[src/rtl/mode7_pkg.sv]
// Shared constants and FSM state type for the Mode 7 coordinate generator.
package mode7_pkg;

  // 16.8 signed fixed point
  localparam int unsigned FpWidth = 24;
  localparam int unsigned FpFrac  = 8;

  // Texture map is 1024 x 1024 texels
  localparam int unsigned TexSize = 1024;
  localparam int unsigned TexBits = $clog2(TexSize);

  typedef enum logic [2:0] {
    StIdle,
    StMul,
    StSum,
    StPixel,
    StDone
  } state_e;

endpackage

[src/rtl/multiply_fp.sv]
// Signed fixed-point multiply: full product, arithmetic shift by FRAC, low W bits kept.
module multiply_fp #(
  parameter int unsigned W    = 24,
  parameter int unsigned FRAC = 8
) (
  input  logic [W-1:0] a,
  input  logic [W-1:0] b,
  output logic [W-1:0] p
);

  logic signed [2*W-1:0] a_ext;
  logic signed [2*W-1:0] b_ext;
  logic signed [2*W-1:0] full;

  assign a_ext = {{W{a[W-1]}}, a};
  assign b_ext = {{W{b[W-1]}}, b};
  assign full  = a_ext * b_ext;
  assign p     = W'(full >>> FRAC);

endmodule

[src/rtl/mode7_coord_gen.sv]
// Mode 7 affine coordinate generator: per-line base via one shared multiplier,
// per-pixel stepping by matrix terms, valid/ready output to the texture fetch.
module mode7_coord_gen
  import mode7_pkg::*;
#(
  parameter int unsigned H_ACTIVE = 256,
  parameter int unsigned V_ACTIVE = 224,
  parameter int unsigned W        = FpWidth,
  parameter int unsigned FRAC     = FpFrac
) (
  input  logic         clk,
  input  logic         rst_n,
  input  logic         start,
  input  logic [W-1:0] mat_a,
  input  logic [W-1:0] mat_b,
  input  logic [W-1:0] mat_c,
  input  logic [W-1:0] mat_d,
  input  logic [W-1:0] org_x,
  input  logic [W-1:0] org_y,
  input  logic [W-1:0] scr_h,
  input  logic [W-1:0] scr_v,
  output logic         out_valid,
  input  logic         out_ready,
  output logic [9:0]   tex_x,
  output logic [9:0]   tex_y,
  output logic         oob,
  output logic [8:0]   pix_x,
  output logic [7:0]   pix_y,
  output logic         busy,
  output logic         frame_done
);

  localparam logic [8:0] LastX = 9'(H_ACTIVE - 1);
  localparam logic [7:0] LastY = 8'(V_ACTIVE - 1);

  state_e state_q, state_d;
  logic [1:0]   idx_q;
  logic [8:0]   sx_q;
  logic [7:0]   sy_q;
  logic [W-1:0] a_q, b_q, c_q, d_q, ox_q, oy_q, sh_q, sv_q;
  logic [W-1:0] p_q [4];
  logic [W-1:0] u_q, v_q;

  logic [W-1:0] dx0, dy, sy_fp;
  logic [W-1:0] mul_a, mul_b, prod;
  logic         hs;

  // Line base operands: dx at sx = 0, dy for the current line
  assign sy_fp = W'({sy_q, {FRAC{1'b0}}});
  assign dx0   = sh_q - ox_q;
  assign dy    = sy_fp + sv_q - oy_q;
  assign hs    = out_valid & out_ready;

  // Operand mux for the single time-shared multiplier
  always_comb begin
    mul_a = a_q;
    mul_b = dx0;
    unique case (idx_q)
      2'd0: begin mul_a = a_q; mul_b = dx0; end
      2'd1: begin mul_a = b_q; mul_b = dy;  end
      2'd2: begin mul_a = c_q; mul_b = dx0; end
      2'd3: begin mul_a = d_q; mul_b = dy;  end
      default: ;
    endcase
  end

  multiply_fp #(
    .W    (W),
    .FRAC (FRAC)
  ) u_mul (
    .a (mul_a),
    .b (mul_b),
    .p (prod)
  );

  // State register
  always_ff @(posedge clk or negedge rst_n) begin
    if (!rst_n) state_q <= StIdle;
    else        state_q <= state_d;
  end

  // Next-state logic and status outputs
  always_comb begin
    state_d    = state_q;
    out_valid  = 1'b0;
    busy       = 1'b0;
    frame_done = 1'b0;
    unique case (state_q)
      StIdle: begin
        if (start) state_d = StMul;
      end
      StMul: begin
        busy = 1'b1;
        if (idx_q == 2'd3) state_d = StSum;
      end
      StSum: begin
        busy    = 1'b1;
        state_d = StPixel;
      end
      StPixel: begin
        busy      = 1'b1;
        out_valid = 1'b1;
        if (out_ready && sx_q == LastX) state_d = (sy_q == LastY) ? StDone : StMul;
      end
      StDone: begin
        frame_done = 1'b1;
        state_d    = StIdle;
      end
      default: state_d = StIdle;
    endcase
  end

  // Datapath: shadow capture, product registers, accumulators and raster counters
  always_ff @(posedge clk or negedge rst_n) begin
    if (!rst_n) begin
      idx_q <= '0;
      sx_q  <= '0;
      sy_q  <= '0;
      a_q   <= '0;
      b_q   <= '0;
      c_q   <= '0;
      d_q   <= '0;
      ox_q  <= '0;
      oy_q  <= '0;
      sh_q  <= '0;
      sv_q  <= '0;
      p_q   <= '{default: '0};
      u_q   <= '0;
      v_q   <= '0;
    end else begin
      unique case (state_q)
        StIdle: begin
          if (start) begin
            a_q   <= mat_a;
            b_q   <= mat_b;
            c_q   <= mat_c;
            d_q   <= mat_d;
            ox_q  <= org_x;
            oy_q  <= org_y;
            sh_q  <= scr_h;
            sv_q  <= scr_v;
            sy_q  <= '0;
            sx_q  <= '0;
            idx_q <= '0;
          end
        end
        StMul: begin
          p_q[idx_q] <= prod;
          idx_q      <= idx_q + 2'd1;
        end
        StSum: begin
          u_q  <= p_q[0] + p_q[1] + ox_q;
          v_q  <= p_q[2] + p_q[3] + oy_q;
          sx_q <= '0;
        end
        StPixel: begin
          if (hs) begin
            // Exact: A*(dx + 1.0) == A*dx + A because the extra term has no fraction to drop
            u_q  <= u_q + a_q;
            v_q  <= v_q + c_q;
            sx_q <= sx_q + 9'd1;
            if (sx_q == LastX && sy_q != LastY) sy_q <= sy_q + 8'd1;
          end
        end
        default: ;
      endcase
    end
  end

  assign tex_x = u_q[FRAC +: TexBits];
  assign tex_y = v_q[FRAC +: TexBits];
  assign oob   = (|u_q[W-1:FRAC+TexBits]) | (|v_q[W-1:FRAC+TexBits]);
  assign pix_x = sx_q;
  assign pix_y = sy_q;

endmodule

[config.mk]
export PLATFORM = sky130hd
export DESIGN_NAME = mode7_coord_gen
export DESIGN_NICKNAME = d
export VERILOG_FILES = /design/src/rtl/mode7_pkg.sv /design/src/rtl/multiply_fp.sv /design/src/rtl/mode7_coord_gen.sv
export SDC_FILE = /design/constraint.sdc
export NUM_CORES = 2
export LEC_CHECK = 0
export CAP_MARGIN = 20
export CORE_MARGIN = 4
export CORE_UTILIZATION = 57
export CTS_BUF_LIST = sky130_fd_sc_hd__clkbuf_4
export CTS_CLUSTER_DIAMETER = 150
export DETAILED_ROUTE_END_ITERATION = 10
export GPL_ROUTABILITY_DRIVEN = 0
export PLACE_DENSITY = 0.8
export SLEW_MARGIN = 20
export SYNTH_ARGS = -nofsm -noshare
export SYNTH_HDL_FRONTEND = slang
export SYNTH_HIERARCHICAL = 1
export SYNTH_SLANG_ARGS = --single-unit
[constraint.sdc]
create_clock -name clk -period 9.5 [get_ports clk]
set_clock_uncertainty 0.15 [all_clocks]
set_input_delay 1.425 -clock clk [delete_from_list [all_inputs] [get_ports clk]]
set_output_delay 1.425 -clock clk [all_outputs]
set_load 0.01 [all_outputs]
[Word-level counts from Yosys, hierarchy flattened]
Cells that the tools add are included.
Cells by class
  multipliers: 1
  mux-type cells: 26
  equality and inequality tests: 15
  reductions and logical operators: 20
  shifts and indexed selects: 0
  bitwise gates (word level): 3
  divide/modulo/power cells: 0
  order comparisons: 2
  add/subtract/negate cells: 12
Operators with widths (number)
  $add 24x24->24: 6
  $pmux 24 s2: 3
  $bwmux 96: 1
  $pmux 24 s4: 1
  $mux 24: 3
  $demux 24 s2: 1
  $sub 24x24->24: 2
  $mul 24x24->32: 1
  $pmux 9 s3: 1
  $add 16x24->24: 1
  $mux 8: 3
  $mux 9: 2
  $pmux 8 s2: 1
  $mux 3: 4
  $pmux 3 s4: 1
  $reduce_or 6->1: 2
  $ne 2x2->1 const B: 5
  $add 9x1->9 const B: 1
  $eq 9x8->1 const B: 1
  $add 8x1->8 const B: 1
  $eq 8x8->1 const B: 1
  $ne 8x8->1 const B: 1
  $eq 3x2->1 const B: 2
  $reduce_and 2->1: 3
  22 further kinds: 31
Storage, ports and cells
  latch bits: 0
  logic and storage cells: 97
  memory bits (read-only): 0
  memories kept: 0
  bits of input ports: 196
  output and inout port bits: 41
  bits in writable memories: 0
  bits in registers: 358

[Longest topological paths before layout]
  depth in word-level cells: 6
  mapped depth: 38
  depth with buffers taken out: 37

[By module]
The synthesis kept the hierarchy.
By module, submodules not included
  mode7_coord_gen: area each 22641.7 um2, seq. area each 8958.6 um2, instances 1, cells an instance 2205
  multiply_fp: area each 14447.6 um2, seq. area each 0.0 um2, instances 1, cells an instance 1618

[Least setup slack after synthesis]
No wires, ideal clock.
  path kind: reg2reg
  from: register oy_q[1]
  to: register p_q[46] (netlist name)
  period minus slack after synthesis: 8953 ps
  arrival: 8679 ps
  path buffers: 1
  setup time: 125 ps
  setup slack: 547 ps
  data required time: 9225 ps
  stages on the path, launching flop included: 37
  cells stage by stage: dfrtp_1 inv_1 ha_1 ha_1 fa_1 a211oi_2 nor2_1 o31a_1 o21a_1 nor2_1 xnor2_1 nand2_1 o21ai_0 clkbuf_1 and2_1 fa_1 inv_1 fa_1 inv_1 fa_1 inv_1 fa_1 inv_1 fa_1 fa_1 inv_1 fa_1 inv_1 ha_1 nand4_1 or4_4 o211ai_2 o211ai_4 o311ai_4 a21oi_1 xnor2_1 mux2_2
On the way
  word-level cells in the longest chain between the ends: 4
RTL lines
  start, declared: RTL line mode7_coord_gen.sv:40  | logic [W-1:0] a_q, b_q, c_q, d_q, ox_q, oy_q, sh_q, sv_q;
  start signal, assigned: RTL line mode7_coord_gen.sv:139  | oy_q <= org_y;
  $sub 24x24->24: RTL line mode7_coord_gen.sv:51  | assign dy = sy_fp + sv_q - oy_q;
  $pmux 24 s2: RTL line mode7_coord_gen.sv:58  | unique case (idx_q)
  net mul_b[9]: RTL line mode7_coord_gen.sv:45  | logic [W-1:0] mul_a, mul_b, prod;
  $mul 24x24->32: RTL line multiply_fp.sv:17  | assign full = a_ext * b_ext;
  net prod[22]: RTL line mode7_coord_gen.sv:45
  $bwmux 96: RTL line mode7_coord_gen.sv:148  | p_q[idx_q] <= prod;
  end signal, assigned by index: RTL line mode7_coord_gen.sv:148
  end, declared: RTL line mode7_coord_gen.sv:41  | logic [W-1:0] p_q [4];
The timed path passes the listed nets, and every way through them passes these cells.
A chain may end at the register's enable or synchronous reset.

[Worst setup path after layout]
  from: register oy_q[1]
  to: register p_q[94] (netlist name)
Same word-level chain as after synthesis.

==> impl_metrics.py <==
metrics = {
    "placed_design": {
        "pre_cts_slack_ns": -0.0980,
        "port_buffers": 236,
        "placed_area_sq_um": 40900,
        "dp_hpwl_um": 81900,
    },
    "clock_network": {
        "cts_max_level": 3,
        "clkSinkCount": 358,
        "cts_tree": "done",
        "clkLatencyLatePin_ns": 0.89,
        "clockBufferDepth": 3,
        "cts_root_buf": "clkbuf_4",
        "clkTransAtPathRegs_ns": 0.06,
        "holdBufCountCts": 0,
        "cts_buffers": 99,
    },
    "route": {
        "drtIter0Drc": 2492,
        "route.detailed.wl_per_inst_um": 20.8,
        "routed_wl_um": 105000,
        "ant_nets": 0,
        "drc_errors": 0,
        "dr.pass1.iters": 9,
        "via_per_inst": 5.80,
        "vias": 29361,
    },
    "min_path": {
        "min_path_type": "reg2reg",
        "min_to": "u_q[2]",
        "hold_start": "u_q[2]",
        "hold_depth": 1,
    },
    "cells_and_area": {
        "final_nets": 5040,
        "layout_common_cells": "inv_1, fa_1, nand2_1",
        "fillers": 4940,
        "synthToLayoutAreaGrowth_pct": 14.9,
        "design_area_sq_um": 42600,
        "layout_commonest_cell": "inv_1",
        "largest_register_ff_count": 96,
        "largest-register": "p_q",
        "drive_above_1_share_pct": 15.2,
    },
    "yosys": {
        "synth_edf_count": 0,
        "yosysSeqAreaShare_pct": 24.2,
        "synth_area_sq_um": 37100,
        "synth_warnings": 6,
        "synth.net_count": 4730,
        "synthCells": 3823,
        "async_flop_share_pct": 100,
        "synth-seq-cells": 358,
        "synth_area_per_cell_sq_um": 9.70,
        "synth_cell_types": 93,
        "synth_top_flop_cell": "dfrtp_1",
    },
    "critical_path": {
        "critPathMaxFanout": 7,
        "r2r_end": "p_q[94]",
        "ff2ff_setup_slack_ns": 0.25,
        "path_class": "reg2reg",
        "crit_path_end_kind": "flop",
        "crit_path_top_delay_cell": "or4_4",
        "critPathRequiredTime_ns": 10.07,
        "cp.arrival_ns": 9.83,
        "cp-start-kind": "flop",
        "reg2reg_from": "oy_q[1]",
        "cpMostUsedCell": "fa_1",
        "cpPeakStageDelay_ns": 0.59,
        "reg2regPathDepth": 35,
    },
    "sta": {
        "setup_ws_ns": 0.247,
        "slew_headroom_pct": 31.9,
        "tightest_slew_ns": 1.02,
        "fin_setup_tns_ns": 0,
        "finalCriticalPeriod_ns": 9.25,
        "setup_viol": 0,
        "maxSlewViolCount": 0,
        "fin_crit_sh_pct": 97.4,
        "finalHoldViolCount": 0,
        "fmax_mhz": 108,
    },
    "floorplan": {
        "die_h_um": 263,
        "num_rows": 93,
        "die_x_um": 263,
        "core_area_sq_um": 64500,
        "start_util_pct": 57.5,
        "dieArea_sq_um": 69200,
        "io_pins": 237,
    },
    "global_routing": {
        "antenna_found_initial": 2,
        "grt_usage_pct": 30.2,
        "grt-ovfl-total": 0,
        "grt_max_degree": 193,
        "grt_pass1_wl_um": 166000,
        "grt_pass1_vias": 31007,
    },
    "run_status": {
        "status": "complete, no violations",
    },
    "run": {
        "cap_viol_max_count": 0,
    },
}
-- per-layer routing --
metal	global-route usage [%]	part of all wire (%)
met2	48.3	46
met4	13.4	5.2
met3	7.70	9.2
met1	39.1	39
met5	0	0
-- cell families after synthesis --
family	after synthesis	synth area share, %
AND/OR/NAND/NOR	966	12.7
buffers and inverters	765	8.04
adder cells (fa/ha/maj)	711	32.9
AO/OA/AOI/OAI	599	10.7
flip-flops	358	24.2
multiplexers	243	7.28
XOR/XNOR	181	4.27
-- synthesized netlist by cell type (4+ instances only) --
master,instances,area [sq um]
a211o_1,6,52.6
a211oi_1,18,135
a21boi_0,4,30.0
a21o_1,67,503
a21oi_1,118,591
a221oi_1,5,43.8
a222oi_1,24,240
a22oi_1,5,37.5
a311oi_1,5,43.8
a31o_2,6,52.6
a31oi_1,22,138
and2_1,268,1680
and3_1,13,81.3
buf_1,8,30.0
buf_2,26,130
buf_4,20,150
clkbuf_1,123,462
dfrtp_1,358,8960
fa_1,440,8810
ha_1,271,3390
inv_1,585,2200
mux2_2,214,2410
mux2i_1,29,290
nand2_1,393,1480
nand2b_1,27,169
nand3_1,26,130
nand4_1,12,75.1
nor2_1,134,503
nor2b_1,13,81.3
nor3_1,30,150
nor4_1,8,50.1
o211ai_1,9,67.6
o21a_1,24,180
o21ai_0,197,986
o21ai_1,16,80.1
o21bai_1,12,90.1
o22ai_1,7,43.8
o31ai_1,5,37.5
or2_2,8,50.1
or3_1,12,75.1
xnor2_1,125,1090
xor2_1,56,490
-- timing repair --
item,4_1_cts,5_1_grt
cloned,0,0
buffers inserted,2,11
setup endpoints to repair,8,36
pin swaps,12,45
gates resized for setup,15,59
-- worst max path at each step --
stage	from	to	depth (start not counted)
2_1_floorplan	oy_q[1]	p_q[46]	36
3_3_place_gp	oy_q[1]	p_q[95]	35
3_5_place_dp	oy_q[1]	p_q[47]	35
4_1_cts	oy_q[2]	p_q[71]	35
5_1_grt	oy_q[1]	p_q[70]	35
6_report	oy_q[1]	p_q[94]	35
-- stage by stage --
step	std cells	utilization, %	hold WS [ns]
after floorplan	3823	-	0.304
after global placement	4876	63.5	0.317
after detailed placement	4876	63.5	0.329
after CTS	5052	65.6	0.343
after global routing	5062	66.1	0.367
final	5062	66.1	0.342
-- final cells by class --
| type | instances | area, sq um | share of cell area (%) |
|---|---|---|---|
| well taps | 855 | 1070 | 2.51 |
| multi-input cells | 2700 | 25500 | 59.9 |
| diodes | 1 | 2.50 | 0.00587 |
| repair buffers | 388 | 3560 | 8.35 |
| flip-flops and latches | 358 | 8960 | 21.0 |
| clock buffers | 147 | 1100 | 2.59 |
| clock inverters | 27 | 174 | 0.408 |
| inverters | 586 | 2200 | 5.16 |
-- worst max-delay path: cells and delay by family (launching register included) --
kind	cells	cell delay (ns)
simple gates	4	0.99
mux	1	0.27
flops	1	0.39
buf+inv	8	0.58
compound gates	10	2.09
fa+ha+maj	11	4.47
xor+xnor	1	0.18
Power is not shown: default switching activity piles up to over one toggle a cycle in this logic, so the estimate is an artifact.
